==> src/rtl/lsu_sched_pkg.sv <==
// Shared constants, FSM encoding and instruction field layout for the LSU issue scheduler.
package lsu_sched_pkg;

  localparam int unsigned PTR_W = 5;
  localparam int unsigned REG_W = 5;
  localparam int unsigned DEP_W = 4;
  localparam int unsigned OP_W  = 32;
  localparam int unsigned IMM_W = 12;

  localparam logic [DEP_W-1:0] NO_DEP = 4'hF;

  // Field positions inside the stored instruction word
  localparam int unsigned RS1_LSB     = 0;
  localparam int unsigned RS2_LSB     = 5;
  localparam int unsigned DEP_L_LSB   = 10;
  localparam int unsigned DEP_R_LSB   = 14;
  localparam int unsigned USE_IMM_BIT = 18;
  localparam int unsigned IMM_LSB     = 19;

  typedef enum logic [1:0] {
    S_IDLE  = 2'd0,
    S_REQ   = 2'd1,
    S_WAIT  = 2'd2,
    S_ISSUE = 2'd3
  } sched_state_e;

  function automatic logic [OP_W-1:0] sext_imm(input logic [IMM_W-1:0] imm);
    return {{(OP_W - IMM_W){imm[IMM_W-1]}}, imm};
  endfunction

endpackage

==> src/rtl/lsu_issue_sched_if.sv <==
// Dispatch, operand-read, operand-response, execute and status signals of the LSU issue scheduler.
interface lsu_issue_sched_if
  import lsu_sched_pkg::*;
#(
  parameter int unsigned INSN_W = 113
);

  logic              enq_valid;
  logic              enq_ready;
  logic [INSN_W-1:0] enq_insn;
  logic              flush;

  logic              rd_req_valid;
  logic              rd_req_ready;
  logic [REG_W-1:0]  rd_rs1;
  logic [REG_W-1:0]  rd_rs2;
  logic [DEP_W-1:0]  rd_dep_l;
  logic [DEP_W-1:0]  rd_dep_r;
  logic              rd_src_l;
  logic              rd_src_r;

  logic              opl_valid;
  logic [OP_W-1:0]   opl_data;
  logic              opr_valid;
  logic [OP_W-1:0]   opr_data;

  logic              exe_valid;
  logic              exe_ready;
  logic [INSN_W-1:0] exe_insn;
  logic [OP_W-1:0]   exe_opl;
  logic [OP_W-1:0]   exe_opr;

  logic              q_empty;
  logic [PTR_W-1:0]  q_count;

  modport slave (
    input  enq_valid, enq_insn, flush, rd_req_ready,
           opl_valid, opl_data, opr_valid, opr_data, exe_ready,
    output enq_ready, rd_req_valid, rd_rs1, rd_rs2, rd_dep_l, rd_dep_r,
           rd_src_l, rd_src_r, exe_valid, exe_insn, exe_opl, exe_opr,
           q_empty, q_count
  );

  modport master (
    output enq_valid, enq_insn, flush, rd_req_ready,
           opl_valid, opl_data, opr_valid, opr_data, exe_ready,
    input  enq_ready, rd_req_valid, rd_rs1, rd_rs2, rd_dep_l, rd_dep_r,
           rd_src_l, rd_src_r, exe_valid, exe_insn, exe_opl, exe_opr,
           q_empty, q_count
  );

endinterface

==> src/rtl/lsu_sched_queue.sv <==
// Instruction FIFO: wrap-bit pointers (mod 2*DEPTH), storage indexed by the low pointer bits.
module lsu_sched_queue
  import lsu_sched_pkg::*;
#(
  parameter int unsigned DEPTH  = 16,
  parameter int unsigned INSN_W = 113
) (
  input  logic              clk,
  input  logic              rstn,
  input  logic              flush_i,
  input  logic              push_i,
  input  logic [INSN_W-1:0] push_data_i,
  input  logic              pop_i,
  output logic [INSN_W-1:0] head_o,
  output logic              empty_o,
  output logic              full_o,
  output logic [PTR_W-1:0]  count_o
);

  localparam int unsigned      IDX_W    = $clog2(DEPTH);
  localparam logic [PTR_W-1:0] PTR_MASK = PTR_W'(2 * DEPTH - 1);

  logic [INSN_W-1:0] mem_q [DEPTH];
  logic [PTR_W-1:0]  wr_q, wr_d;
  logic [PTR_W-1:0]  rd_q, rd_d;
  logic              do_push;

  // Flush beats a same-cycle push
  assign do_push = push_i & ~flush_i;

  always_comb begin
    wr_d = wr_q;
    rd_d = rd_q;
    if (flush_i) begin
      wr_d = '0;
      rd_d = '0;
    end else begin
      if (do_push) wr_d = (wr_q + PTR_W'(1)) & PTR_MASK;
      if (pop_i)   rd_d = (rd_q + PTR_W'(1)) & PTR_MASK;
    end
  end

  always_ff @(posedge clk or negedge rstn) begin
    if (!rstn) begin
      wr_q <= '0;
      rd_q <= '0;
    end else begin
      wr_q <= wr_d;
      rd_q <= rd_d;
    end
  end

  always_ff @(posedge clk) begin
    if (do_push) mem_q[wr_q[IDX_W-1:0]] <= push_data_i;
  end

  assign count_o = (wr_q - rd_q) & PTR_MASK;
  assign empty_o = (count_o == '0);
  assign full_o  = (count_o == PTR_W'(DEPTH));
  assign head_o  = mem_q[rd_q[IDX_W-1:0]];

endmodule

==> src/rtl/lsu_issue_sched.sv <==
// LSU issue scheduler: pops queued instructions, requests operands, collects them and issues to execute.
module lsu_issue_sched
  import lsu_sched_pkg::*;
#(
  parameter int unsigned DEPTH  = 16,
  parameter int unsigned INSN_W = 113
) (
  input  logic             clk,
  input  logic             rstn,
  lsu_issue_sched_if.slave sched_if
);

  sched_state_e      state_q, state_d;
  logic [INSN_W-1:0] insn_q;
  logic [INSN_W-1:0] head;
  logic [OP_W-1:0]   opl_q, opr_q;
  logic              have_l_q, have_r_q;
  logic              src_l_q, src_r_q;
  logic              rd_req_valid_q, exe_valid_q;
  logic              q_empty, q_full, push, pop, load, cap_l, cap_r;
  logic [PTR_W-1:0]  q_count;
  logic              head_use_imm;

  assign push         = sched_if.enq_valid & ~q_full;
  assign head_use_imm = head[USE_IMM_BIT];

  lsu_sched_queue #(
    .DEPTH  (DEPTH),
    .INSN_W (INSN_W)
  ) u_queue (
    .clk         (clk),
    .rstn        (rstn),
    .flush_i     (sched_if.flush),
    .push_i      (push),
    .push_data_i (sched_if.enq_insn),
    .pop_i       (pop),
    .head_o      (head),
    .empty_o     (q_empty),
    .full_o      (q_full),
    .count_o     (q_count)
  );

  // Next state; popping the head and loading the issue register happen on the same edge
  always_comb begin
    state_d = state_q;
    pop     = 1'b0;
    load    = 1'b0;
    cap_l   = 1'b0;
    cap_r   = 1'b0;
    unique case (state_q)
      S_IDLE: begin
        if (!q_empty) begin
          load    = 1'b1;
          pop     = 1'b1;
          state_d = S_REQ;
        end
      end
      S_REQ: begin
        if (sched_if.rd_req_ready) state_d = S_WAIT;
      end
      S_WAIT: begin
        cap_l = sched_if.opl_valid & ~have_l_q;
        cap_r = sched_if.opr_valid & ~have_r_q;
        if ((have_l_q || sched_if.opl_valid) && (have_r_q || sched_if.opr_valid)) begin
          state_d = S_ISSUE;
        end
      end
      S_ISSUE: begin
        if (sched_if.exe_ready) begin
          if (!q_empty) begin
            load    = 1'b1;
            pop     = 1'b1;
            state_d = S_REQ;
          end else begin
            state_d = S_IDLE;
          end
        end
      end
      default: state_d = S_IDLE;
    endcase
    if (sched_if.flush) begin
      state_d = S_IDLE;
      pop     = 1'b0;
      load    = 1'b0;
      cap_l   = 1'b0;
      cap_r   = 1'b0;
    end
  end

  always_ff @(posedge clk or negedge rstn) begin
    if (!rstn) state_q <= S_IDLE;
    else       state_q <= state_d;
  end

  // Issue register and operand collection; an immediate pre-fills the right operand
  always_ff @(posedge clk or negedge rstn) begin
    if (!rstn) begin
      insn_q         <= '0;
      opl_q          <= '0;
      opr_q          <= '0;
      have_l_q       <= 1'b0;
      have_r_q       <= 1'b0;
      src_l_q        <= 1'b0;
      src_r_q        <= 1'b0;
      rd_req_valid_q <= 1'b0;
      exe_valid_q    <= 1'b0;
    end else if (sched_if.flush) begin
      insn_q         <= '0;
      opl_q          <= '0;
      opr_q          <= '0;
      have_l_q       <= 1'b0;
      have_r_q       <= 1'b0;
      src_l_q        <= 1'b0;
      src_r_q        <= 1'b0;
      rd_req_valid_q <= 1'b0;
      exe_valid_q    <= 1'b0;
    end else begin
      rd_req_valid_q <= (state_d == S_REQ);
      exe_valid_q    <= (state_d == S_ISSUE);
      if (load) begin
        insn_q   <= head;
        opl_q    <= '0;
        have_l_q <= 1'b0;
        have_r_q <= head_use_imm;
        opr_q    <= head_use_imm ? sext_imm(head[IMM_LSB +: IMM_W]) : '0;
        src_l_q  <= (head[DEP_L_LSB +: DEP_W] != NO_DEP);
        src_r_q  <= (head[DEP_R_LSB +: DEP_W] != NO_DEP);
      end
      if (cap_l) begin
        opl_q    <= sched_if.opl_data;
        have_l_q <= 1'b1;
      end
      if (cap_r) begin
        opr_q    <= sched_if.opr_data;
        have_r_q <= 1'b1;
      end
    end
  end

  assign sched_if.enq_ready    = ~q_full;
  assign sched_if.q_empty      = q_empty;
  assign sched_if.q_count      = q_count;
  assign sched_if.rd_req_valid = rd_req_valid_q;
  assign sched_if.rd_rs1       = insn_q[RS1_LSB +: REG_W];
  assign sched_if.rd_rs2       = insn_q[RS2_LSB +: REG_W];
  assign sched_if.rd_dep_l     = insn_q[DEP_L_LSB +: DEP_W];
  assign sched_if.rd_dep_r     = insn_q[DEP_R_LSB +: DEP_W];
  assign sched_if.rd_src_l     = src_l_q;
  assign sched_if.rd_src_r     = src_r_q;
  assign sched_if.exe_valid    = exe_valid_q;
  assign sched_if.exe_insn     = insn_q;
  assign sched_if.exe_opl      = opl_q;
  assign sched_if.exe_opr      = opr_q;

endmodule

==> src/flat_wrapper.sv <==
// flat-port wrapper written by rule: the top's interface ports become plain ports
module lsu_issue_sched_flat import lsu_sched_pkg::*;
#(
  parameter int unsigned DEPTH  = 16,
  parameter int unsigned INSN_W = 113
)
  (clk, rstn, sched_if_enq_valid, sched_if_enq_insn, sched_if_flush, sched_if_rd_req_ready, sched_if_opl_valid, sched_if_opl_data, sched_if_opr_valid, sched_if_opr_data, sched_if_exe_ready, sched_if_enq_ready, sched_if_rd_req_valid, sched_if_rd_rs1, sched_if_rd_rs2, sched_if_rd_dep_l, sched_if_rd_dep_r, sched_if_rd_src_l, sched_if_rd_src_r, sched_if_exe_valid, sched_if_exe_insn, sched_if_exe_opl, sched_if_exe_opr, sched_if_q_empty, sched_if_q_count);
  lsu_issue_sched_if #(.INSN_W(INSN_W)) sched_if_i ();
  input  logic clk;
  input  logic rstn;
  input wire logic [$bits(sched_if_i.enq_valid)-1:0] sched_if_enq_valid;
  input wire logic [$bits(sched_if_i.enq_insn)-1:0] sched_if_enq_insn;
  input wire logic [$bits(sched_if_i.flush)-1:0] sched_if_flush;
  input wire logic [$bits(sched_if_i.rd_req_ready)-1:0] sched_if_rd_req_ready;
  input wire logic [$bits(sched_if_i.opl_valid)-1:0] sched_if_opl_valid;
  input wire logic [$bits(sched_if_i.opl_data)-1:0] sched_if_opl_data;
  input wire logic [$bits(sched_if_i.opr_valid)-1:0] sched_if_opr_valid;
  input wire logic [$bits(sched_if_i.opr_data)-1:0] sched_if_opr_data;
  input wire logic [$bits(sched_if_i.exe_ready)-1:0] sched_if_exe_ready;
  output wire logic [$bits(sched_if_i.enq_ready)-1:0] sched_if_enq_ready;
  output wire logic [$bits(sched_if_i.rd_req_valid)-1:0] sched_if_rd_req_valid;
  output wire logic [$bits(sched_if_i.rd_rs1)-1:0] sched_if_rd_rs1;
  output wire logic [$bits(sched_if_i.rd_rs2)-1:0] sched_if_rd_rs2;
  output wire logic [$bits(sched_if_i.rd_dep_l)-1:0] sched_if_rd_dep_l;
  output wire logic [$bits(sched_if_i.rd_dep_r)-1:0] sched_if_rd_dep_r;
  output wire logic [$bits(sched_if_i.rd_src_l)-1:0] sched_if_rd_src_l;
  output wire logic [$bits(sched_if_i.rd_src_r)-1:0] sched_if_rd_src_r;
  output wire logic [$bits(sched_if_i.exe_valid)-1:0] sched_if_exe_valid;
  output wire logic [$bits(sched_if_i.exe_insn)-1:0] sched_if_exe_insn;
  output wire logic [$bits(sched_if_i.exe_opl)-1:0] sched_if_exe_opl;
  output wire logic [$bits(sched_if_i.exe_opr)-1:0] sched_if_exe_opr;
  output wire logic [$bits(sched_if_i.q_empty)-1:0] sched_if_q_empty;
  output wire logic [$bits(sched_if_i.q_count)-1:0] sched_if_q_count;
  assign sched_if_i.enq_valid = sched_if_enq_valid;
  assign sched_if_i.enq_insn = sched_if_enq_insn;
  assign sched_if_i.flush = sched_if_flush;
  assign sched_if_i.rd_req_ready = sched_if_rd_req_ready;
  assign sched_if_i.opl_valid = sched_if_opl_valid;
  assign sched_if_i.opl_data = sched_if_opl_data;
  assign sched_if_i.opr_valid = sched_if_opr_valid;
  assign sched_if_i.opr_data = sched_if_opr_data;
  assign sched_if_i.exe_ready = sched_if_exe_ready;
  assign sched_if_enq_ready = sched_if_i.enq_ready;
  assign sched_if_rd_req_valid = sched_if_i.rd_req_valid;
  assign sched_if_rd_rs1 = sched_if_i.rd_rs1;
  assign sched_if_rd_rs2 = sched_if_i.rd_rs2;
  assign sched_if_rd_dep_l = sched_if_i.rd_dep_l;
  assign sched_if_rd_dep_r = sched_if_i.rd_dep_r;
  assign sched_if_rd_src_l = sched_if_i.rd_src_l;
  assign sched_if_rd_src_r = sched_if_i.rd_src_r;
  assign sched_if_exe_valid = sched_if_i.exe_valid;
  assign sched_if_exe_insn = sched_if_i.exe_insn;
  assign sched_if_exe_opl = sched_if_i.exe_opl;
  assign sched_if_exe_opr = sched_if_i.exe_opr;
  assign sched_if_q_empty = sched_if_i.q_empty;
  assign sched_if_q_count = sched_if_i.q_count;
  lsu_issue_sched #(.DEPTH(DEPTH), .INSN_W(INSN_W)) u_core (.clk(clk), .rstn(rstn), .sched_if(sched_if_i));
endmodule
==> config.mk <==
export PLATFORM = sky130hd
export DESIGN_NAME = lsu_issue_sched_flat
export DESIGN_NICKNAME = d
export VERILOG_FILES = /design/src/rtl/lsu_sched_pkg.sv /design/src/rtl/lsu_issue_sched_if.sv /design/src/rtl/lsu_sched_queue.sv /design/src/rtl/lsu_issue_sched.sv /design/src/flat_wrapper.sv
export SDC_FILE = /design/constraint.sdc
export NUM_CORES = 2
export LEC_CHECK = 0
export BUFFER_PORTS_ARGS = -buffer_cell sky130_fd_sc_hd__buf_2
export CAP_MARGIN = 30
export CORE_ASPECT_RATIO = 1.25
export CORE_MARGIN = 5
export CORE_UTILIZATION = 25
export CTS_BUF_LIST = sky130_fd_sc_hd__clkbuf_8
export DETAILED_ROUTE_END_ITERATION = 7
export PLACE_DENSITY = 0.51
export SETUP_SLACK_MARGIN = 0.4
export SLEW_MARGIN = 15
export SYNTH_ARGS = -nofsm -noshare
export SYNTH_HDL_FRONTEND = slang
export SYNTH_SLANG_ARGS = --single-unit
==> constraint.sdc <==
create_clock -name clk -period 31.1 [get_ports clk]
set_input_delay 1.555 -clock clk [delete_from_list [all_inputs] [get_ports clk]]
set_output_delay 1.555 -clock clk [all_outputs]
set_load 0.02 [all_outputs]
; Word-level counts from Yosys, hierarchy flattened
; Memories as Yosys holds them, arrays and structs flattened.
; Cells that the tools add are included.
[totals]
ff_bits = 195
latchBits = 0
ramBits = 1808
romBits = 0
input_bits = 185
output_inout_bits = 206
wordCells = 83
n_memories = 1
[op_classes]
addsub = 3
multipliers = 0
div_mod_pow = 0
n_lt_le_gt_ge = 0
n_eq_ne = 8
n_shift = 0
muxes = 42
n_bitwise = 8
n_reduce_logical = 9
[memory_table]
columns = name, depth, word_bits, read_ports, rd_clocked_by_memory_dff, write_ports, line
row1 = u_core.u_queue.mem_q, 16, 113, 1, 0, 1, lsu_sched_queue.sv:23  ; logic [INSN_W-1:0] mem_q [DEPTH];
[op_table]
columns = op, count
row1 = $mux W113, 2
row2 = $mux W32, 7
row3 = $mux W1, 22
row4 = $mux W5, 4
row5 = $add A5 B1 Y5 const B, 2
row6 = $mux W2, 5
row7 = $ne A4 B4 Y1 const B, 2
row8 = $pmux W2 S4, 1
row9 = $eq A2 B2 Y1 const B, 3
row10 = $reduce_bool A3 Y1, 2
row11 = $eq A5 B5 Y1 const B, 1
row12 = $logic_not A5 Y1, 1
row13 = $sub A5 B5 Y5, 1
row14 = $and A1 B1 Y1, 4
row15 = $eq A2 B1 Y1 const B, 2
row16 = $not A1 Y1, 4
row17 = $reduce_bool A2 Y1, 2
row18 = $logic_not A2 Y1, 1
row19 = $logic_or A1 B1 Y1, 2
row20 = $pmux W1 S2, 1
row21 = $logic_and A1 B1 Y1, 1

; Depth between registers and ports, before layout
[logic_depth]
depth_word = 9
ltp_mapped = 13
mapped_depth_nobuf = 10

; Modules after synthesis
; Synthesis repeated with hierarchy kept, for this count alone.
[unflattened]
hier_cells = 3828
hier_area_um2 = 76888.7
[modules_own_cells]
columns = module, n_inst, cells_per_inst, area_each_um2, seq_area_each_um2
row1 = lsu_sched_queue, 1, 3107, 69382.8, 54542.3
row2 = lsu_issue_sched, 1, 721, 7505.9, 4629.4

; Worst setup path after synthesis
; OpenSTA, ideal clock, no wires.
[synth_path]
kind = reg-to-reg
from = register u_core.u_queue.rd_q[2]
to = memory u_core.u_queue.mem_q[0][0], enable pin
setup_ps = 723
arrival_ps = 10468
required_time_ps = 30377
path_slack_ps = 19909
stages_incl_launch_ff = 12
path_buffers = 3
period_less_slack_ps = 11191
path_cell_list = dfrtp_1 -> buf_2 -> clkinv_1 -> clkbuf_1 -> ha_1 -> xnor2_2 -> and4bb_1 -> or2_1 -> buf_2 -> a211oi_1 -> nand2_1 -> nor3_1
[synth_between]
elab_chain_cells = 7
[synth_rtl]
columns = element, line
row1 = from (decl), lsu_sched_queue.sv:25  ; logic [PTR_W-1:0] rd_q, rd_d;
row2 = from (signal assigned), lsu_sched_queue.sv:49  ; rd_q <= rd_d;
row3 = $sub A5 B5 Y5, lsu_sched_queue.sv:57  ; assign count_o = (wr_q - rd_q) & PTR_MASK;
row4 = via sched_if_q_count[2], flat_wrapper.sv:33  ; output wire logic [$bits(sched_if_i.q_count)-1:0] sched_if_q_count;
row5 = $eq A5 B5 Y1, lsu_sched_queue.sv:59  ; assign full_o = (count_o == PTR_W'(DEPTH));
row6 = $not A1 Y1, lsu_issue_sched.sv:24  ; assign push = sched_if.enq_valid & ~q_full;
row7 = $and A1 B1 Y1, lsu_issue_sched.sv:24
row8 = $and A1 B1 Y1, lsu_sched_queue.sv:29  ; assign do_push = push_i & ~flush_i;
row9 = $mux W1, lsu_sched_queue.sv:54  ; if (do_push) mem_q[wr_q[IDX_W-1:0]] <= push_data_i;
row10 = $mux W1 (not written as such), lsu_sched_queue.sv:54
row11 = to (decl), lsu_sched_queue.sv:23
; The timed path passes the listed nets, and every way through them passes these cells.

; Final worst setup path
[layout_path]
from = register u_core.u_queue.rd_q[1]
to = memory u_core.u_queue.mem_q[14][47], enable pin
[layout_between]
elab_chain_cells = 7
[layout_rtl]
columns = element, line
row1 = $sub A5 B5 Y5, lsu_sched_queue.sv:57
row2 = $eq A5 B5 Y1, lsu_sched_queue.sv:59
row3 = $not A1 Y1, lsu_issue_sched.sv:24
row4 = $and A1 B1 Y1, lsu_issue_sched.sv:24
row5 = $and A1 B1 Y1, lsu_sched_queue.sv:29
row6 = $mux W1, lsu_sched_queue.sv:54
row7 = $mux W1 (not written as such), lsu_sched_queue.sv:54
; No other way between the ends.

==> flow_summary.toml <==
[timing]
rsz0062_at_grt = "no"
period_share_pct = 20.44
max_clock_freq_mhz = 157.3
period_needed_ns = 6.357
drv_slew = 0
worst-slew-pin-transition_ns = 1.060
max-slew-margin-rel_pct = 29.30
finalClockSkew_ns = 0.1253
final_hold_viol_count = 0
setup_viol = 0
fin_tns_setup_ns = 0

[setup_path]
start_kind = "flip-flop"
crit_arrival_ns = 6.80
r2r_slack_ns = 24.74
crit_top_cell = "buf_4"
critPathKind = "flip-flop to flip-flop"
crit_path_top_delay_cell = "buf_4"
crit_chain = "buf_4, fa_1, nand3b_1, and4bb_1, or2_1, a211oi_1, nand2_1, nor2_4, buf_4, buf_4"
cp_slowest_stage_delay_ns = 0.86
cp-end-kind = "flip-flop"
r2r-start = "u_core.u_queue.rd_q[1]$_DFFE_PN0P_"
rr_endpoint = "u_core.u_queue.mem_q[14][47]$_DFFE_PP_"
crit_fanout = 46
cp_num_buf_inv = 3
required_ns = 31.54
r2r_cells = 10
crit_family = "buffers and inverters"

[drt]
firstDrtPassIters = 5
routed_wl_um = 211000
wire_per_inst_um = 25.57
antenna_left = 0
via_per_inst = 4.478
routed-via-count = 36936
drt-initial-drc-count = 2178
drcViolationCount = 0

[synth]
yosysTopAreaCellShare_pct = 71.27
yosysSeqAreaShare_pct = 77.67
postSynthRegisterBits = 2003
ys_top_cells_by_area = "edfxtp_1, mux4_2, dfrtp_1"
synth_enable_flop_cells = 1808
synthDistinctLibCells = 59
synth_nets = 3604
yosys_warnings = 0
syn-instance-count = 3404
yosys.area.top_type = "edfxtp_1"
ys.flop_type = "edfxtp_1"
avgSynthCellArea_um2 = 22.38
netlist_area_um2 = 76180
synthArstFlopShare_pct = 9.735

[global_routing]
grt_max_degree = 119
grt_pass1_wl_um = 301400
overflow = 0
antenna_found_initial = 71
grt_pass1_vias = 39743
track_usage_pct = 13.04

[pwr]
p_int_w = 0.004872
power.switching_w = 0.002136
p_seq_share_pct = 44.7
power_leakage_nw = 29.13
p_sw_share_pct = 30.48
ir_worst_vdd_v = 0.00008542
power.density_nw_per_um2 = 78.58
pwr-share-comb_pct = 24.1
clockPowerShare_pct = 31.2

[clock_tree]
postCtsHoldBufs = 0
numCtsBuffers = 328
cts_max_path_buffers = 4
cts_tree = "built"
cts_root_buf = "clkbuf_8"
postCtsResizedCells = 0
cts.htree.levels = 5
post_cts_buffers = 0
clock-sinks = 2003
clk_pin_slew_ns = 0.06
clk_latency_ns = 0.95

[die]
die_y_um = 627.2
die_x_um = 503.7
rows = 226
core_area_um2 = 303400
io_pins = 391
die-area_um2 = 315900
start_util_pct = 25.11

[finish]
drive_above_1_share_pct = 34.47
layout.nets = 4194
fin_util_pct = 29.39
syn_to_final_growth_pct = 17.07

[hold_path]
hold_path.class = "flip-flop to flip-flop"
worstHoldEndpoint = "u_core.sched_if.exe_opr[1]$_DFFE_PN0P_"
hold_depth = 1
hp-start = "u_core.sched_if.exe_opr[1]$_DFFE_PN0P_"

[placement]
hpwl_um = 118900
gp_congestion = 0.7952
port_buffers = 390

[outcome]
status = "completed"

[flow_run]
cap_violations = 0
[power by group through the flow]
| stage | Clock (W) | Combinational [W] | Sequential, W |
|---|---|---|---|
| 2_1_floorplan | 0 | 0.00111 | 0.00323 |
| 3_3_place_gp | 0 | 0.00173 | 0.00319 |
| 3_5_place_dp | 0 | 0.00174 | 0.00320 |
| 4_1_cts | 0.00226 | 0.00175 | 0.00314 |
| 5_1_grt | 0.00238 | 0.00182 | 0.00315 |
| 6_report | 0.00218 | 0.00169 | 0.00314 |
[worst max path at each step]
stage	startpoint	to	slack (ns)	cells after the start
after floorplan	u_core.u_queue.rd_q[2]$_DFFE_PN0P_	u_core.u_queue.mem_q[0][0]$_DFFE_PP_	19.91	11
after global placement	u_core.u_queue.rd_q[1]$_DFFE_PN0P_	u_core.u_queue.mem_q[5][70]$_DFFE_PP_	24.27	10
after detailed placement	u_core.u_queue.rd_q[1]$_DFFE_PN0P_	u_core.u_queue.mem_q[14][49]$_DFFE_PP_	24.68	10
after CTS	u_core.u_queue.rd_q[1]$_DFFE_PN0P_	u_core.u_queue.mem_q[14][47]$_DFFE_PP_	24.56	10
after global routing	u_core.u_queue.rd_q[1]$_DFFE_PN0P_	u_core.u_queue.mem_q[14][47]$_DFFE_PP_	24.41	10
final	u_core.u_queue.rd_q[1]$_DFFE_PN0P_	u_core.u_queue.mem_q[14][47]$_DFFE_PP_	24.74	10
[synth_stat cells, types with 4 or more instances]
master / number
nor3_1: 7
buf_1: 24
nand2b_1: 5
clkbuf_1: 69
nand3_1: 5
nor2_1: 33
a22oi_1: 37
a22o_1: 32
a21oi_1: 124
buf_4: 46
dfrtp_1: 195
a221o_1: 21
nand2_1: 267
buf_6: 25
o21ai_0: 7
mux2i_1: 12
and3_1: 5
inv_1: 10
xor2_1: 4
mux4_2: 541
o2bb2ai_1: 11
a31oi_1: 5
edfxtp_1: 1808
buf_2: 45
ha_1: 14
a211oi_1: 5
[worst register-to-register path, stage by stage (launching register included)]
cell      delay [ns]
dfrtp_4         0.83
buf_4           0.65
fa_1            0.58
nand3b_1        0.10
and4bb_1        0.22
or2_1           0.30
a211oi_1        0.56
nand2_1         0.37
nor2_4          0.70
buf_4           0.60
buf_4           0.91
[layout make-up]
class | count | area (µm²)
Fill cell | 29577 | 214200
Multi-Input combinational cell | 1178 | 15910
Tap cell | 3990 | 4992
Inverter | 14 | 60.06
Sequential cell | 2003 | 59180
Clock buffer | 353 | 4858
Clock inverter | 230 | 1281
Timing Repair Buffer | 469 | 2873
Antenna cell | 12 | 30.03
[state kept, by name (all words and copies together), names as in the netlist, 2 cells and up]
signal                    flops
u_core.u_queue.rd_q           5
u_core.u_queue.wr_q           5
u_core.u_queue.mem_q       1808
u_core.sched_if.exe_opl      32
u_core.state_q                2
u_core.sched_if.exe_insn    113
u_core.sched_if.exe_opr      32
[kinds of logic after synthesis]
family,Yosys count,share of synthesized area [%]
XOR/XNOR,9,0.1232
multiplexers,554,16.17
buffers and inverters,223,1.646
flip-flops,2003,77.67
adder cells (fa/ha/maj),15,0.2562
AO/OA/AOI/OAI,261,2.319
AND/OR/NAND/NOR,339,1.820
[placed cells by master, fill, tap and decap left out, types with 14 or more instances in the layout]
master    count
a21oi_1     124
edfxtp_1   1808
clkinv_1     58
inv_1       116
a22o_1       32
a22oi_1      37
dfrtp_1     192
buf_4        53
mux4_2      541
clkbuf_8    353
clkinv_2     35
buf_2       390
a221o_1      21
ha_1         14
nand2_1     267
nor2_1       21
buf_12       18
[per-layer routing]
metal / share of wire, % / GRT usage (%) / wire length (µm) / vias to the layer above
met1: 41 / 16.21 / 86120 / 20017
met4: 2.2 / 3.302 / 4560 / 32
met5: 0.098 / 0 / 207 / -
li1: - / - / - / 15418
met3: 5.9 / 3.037 / 12420 / 371
met2: 51 / 22.90 / 107700 / 1098
[through the flow]
step	setup WS, ns	cell area [µm²]	total power [W]	hold WS [ns]	std cells
finish	24.74	89190	0.007008	0.4813	8249
global route	24.41	89160	0.007356	0.4947	8240
CTS	24.56	89040	0.007155	0.4607	8232
detailed placement	24.68	82900	0.004942	0.4685	7649
global placement	24.27	82750	0.004923	0.4693	7640
floorplan	19.91	76180	0.004333	0.5234	3404
Power figures use the tool's default switching activity.
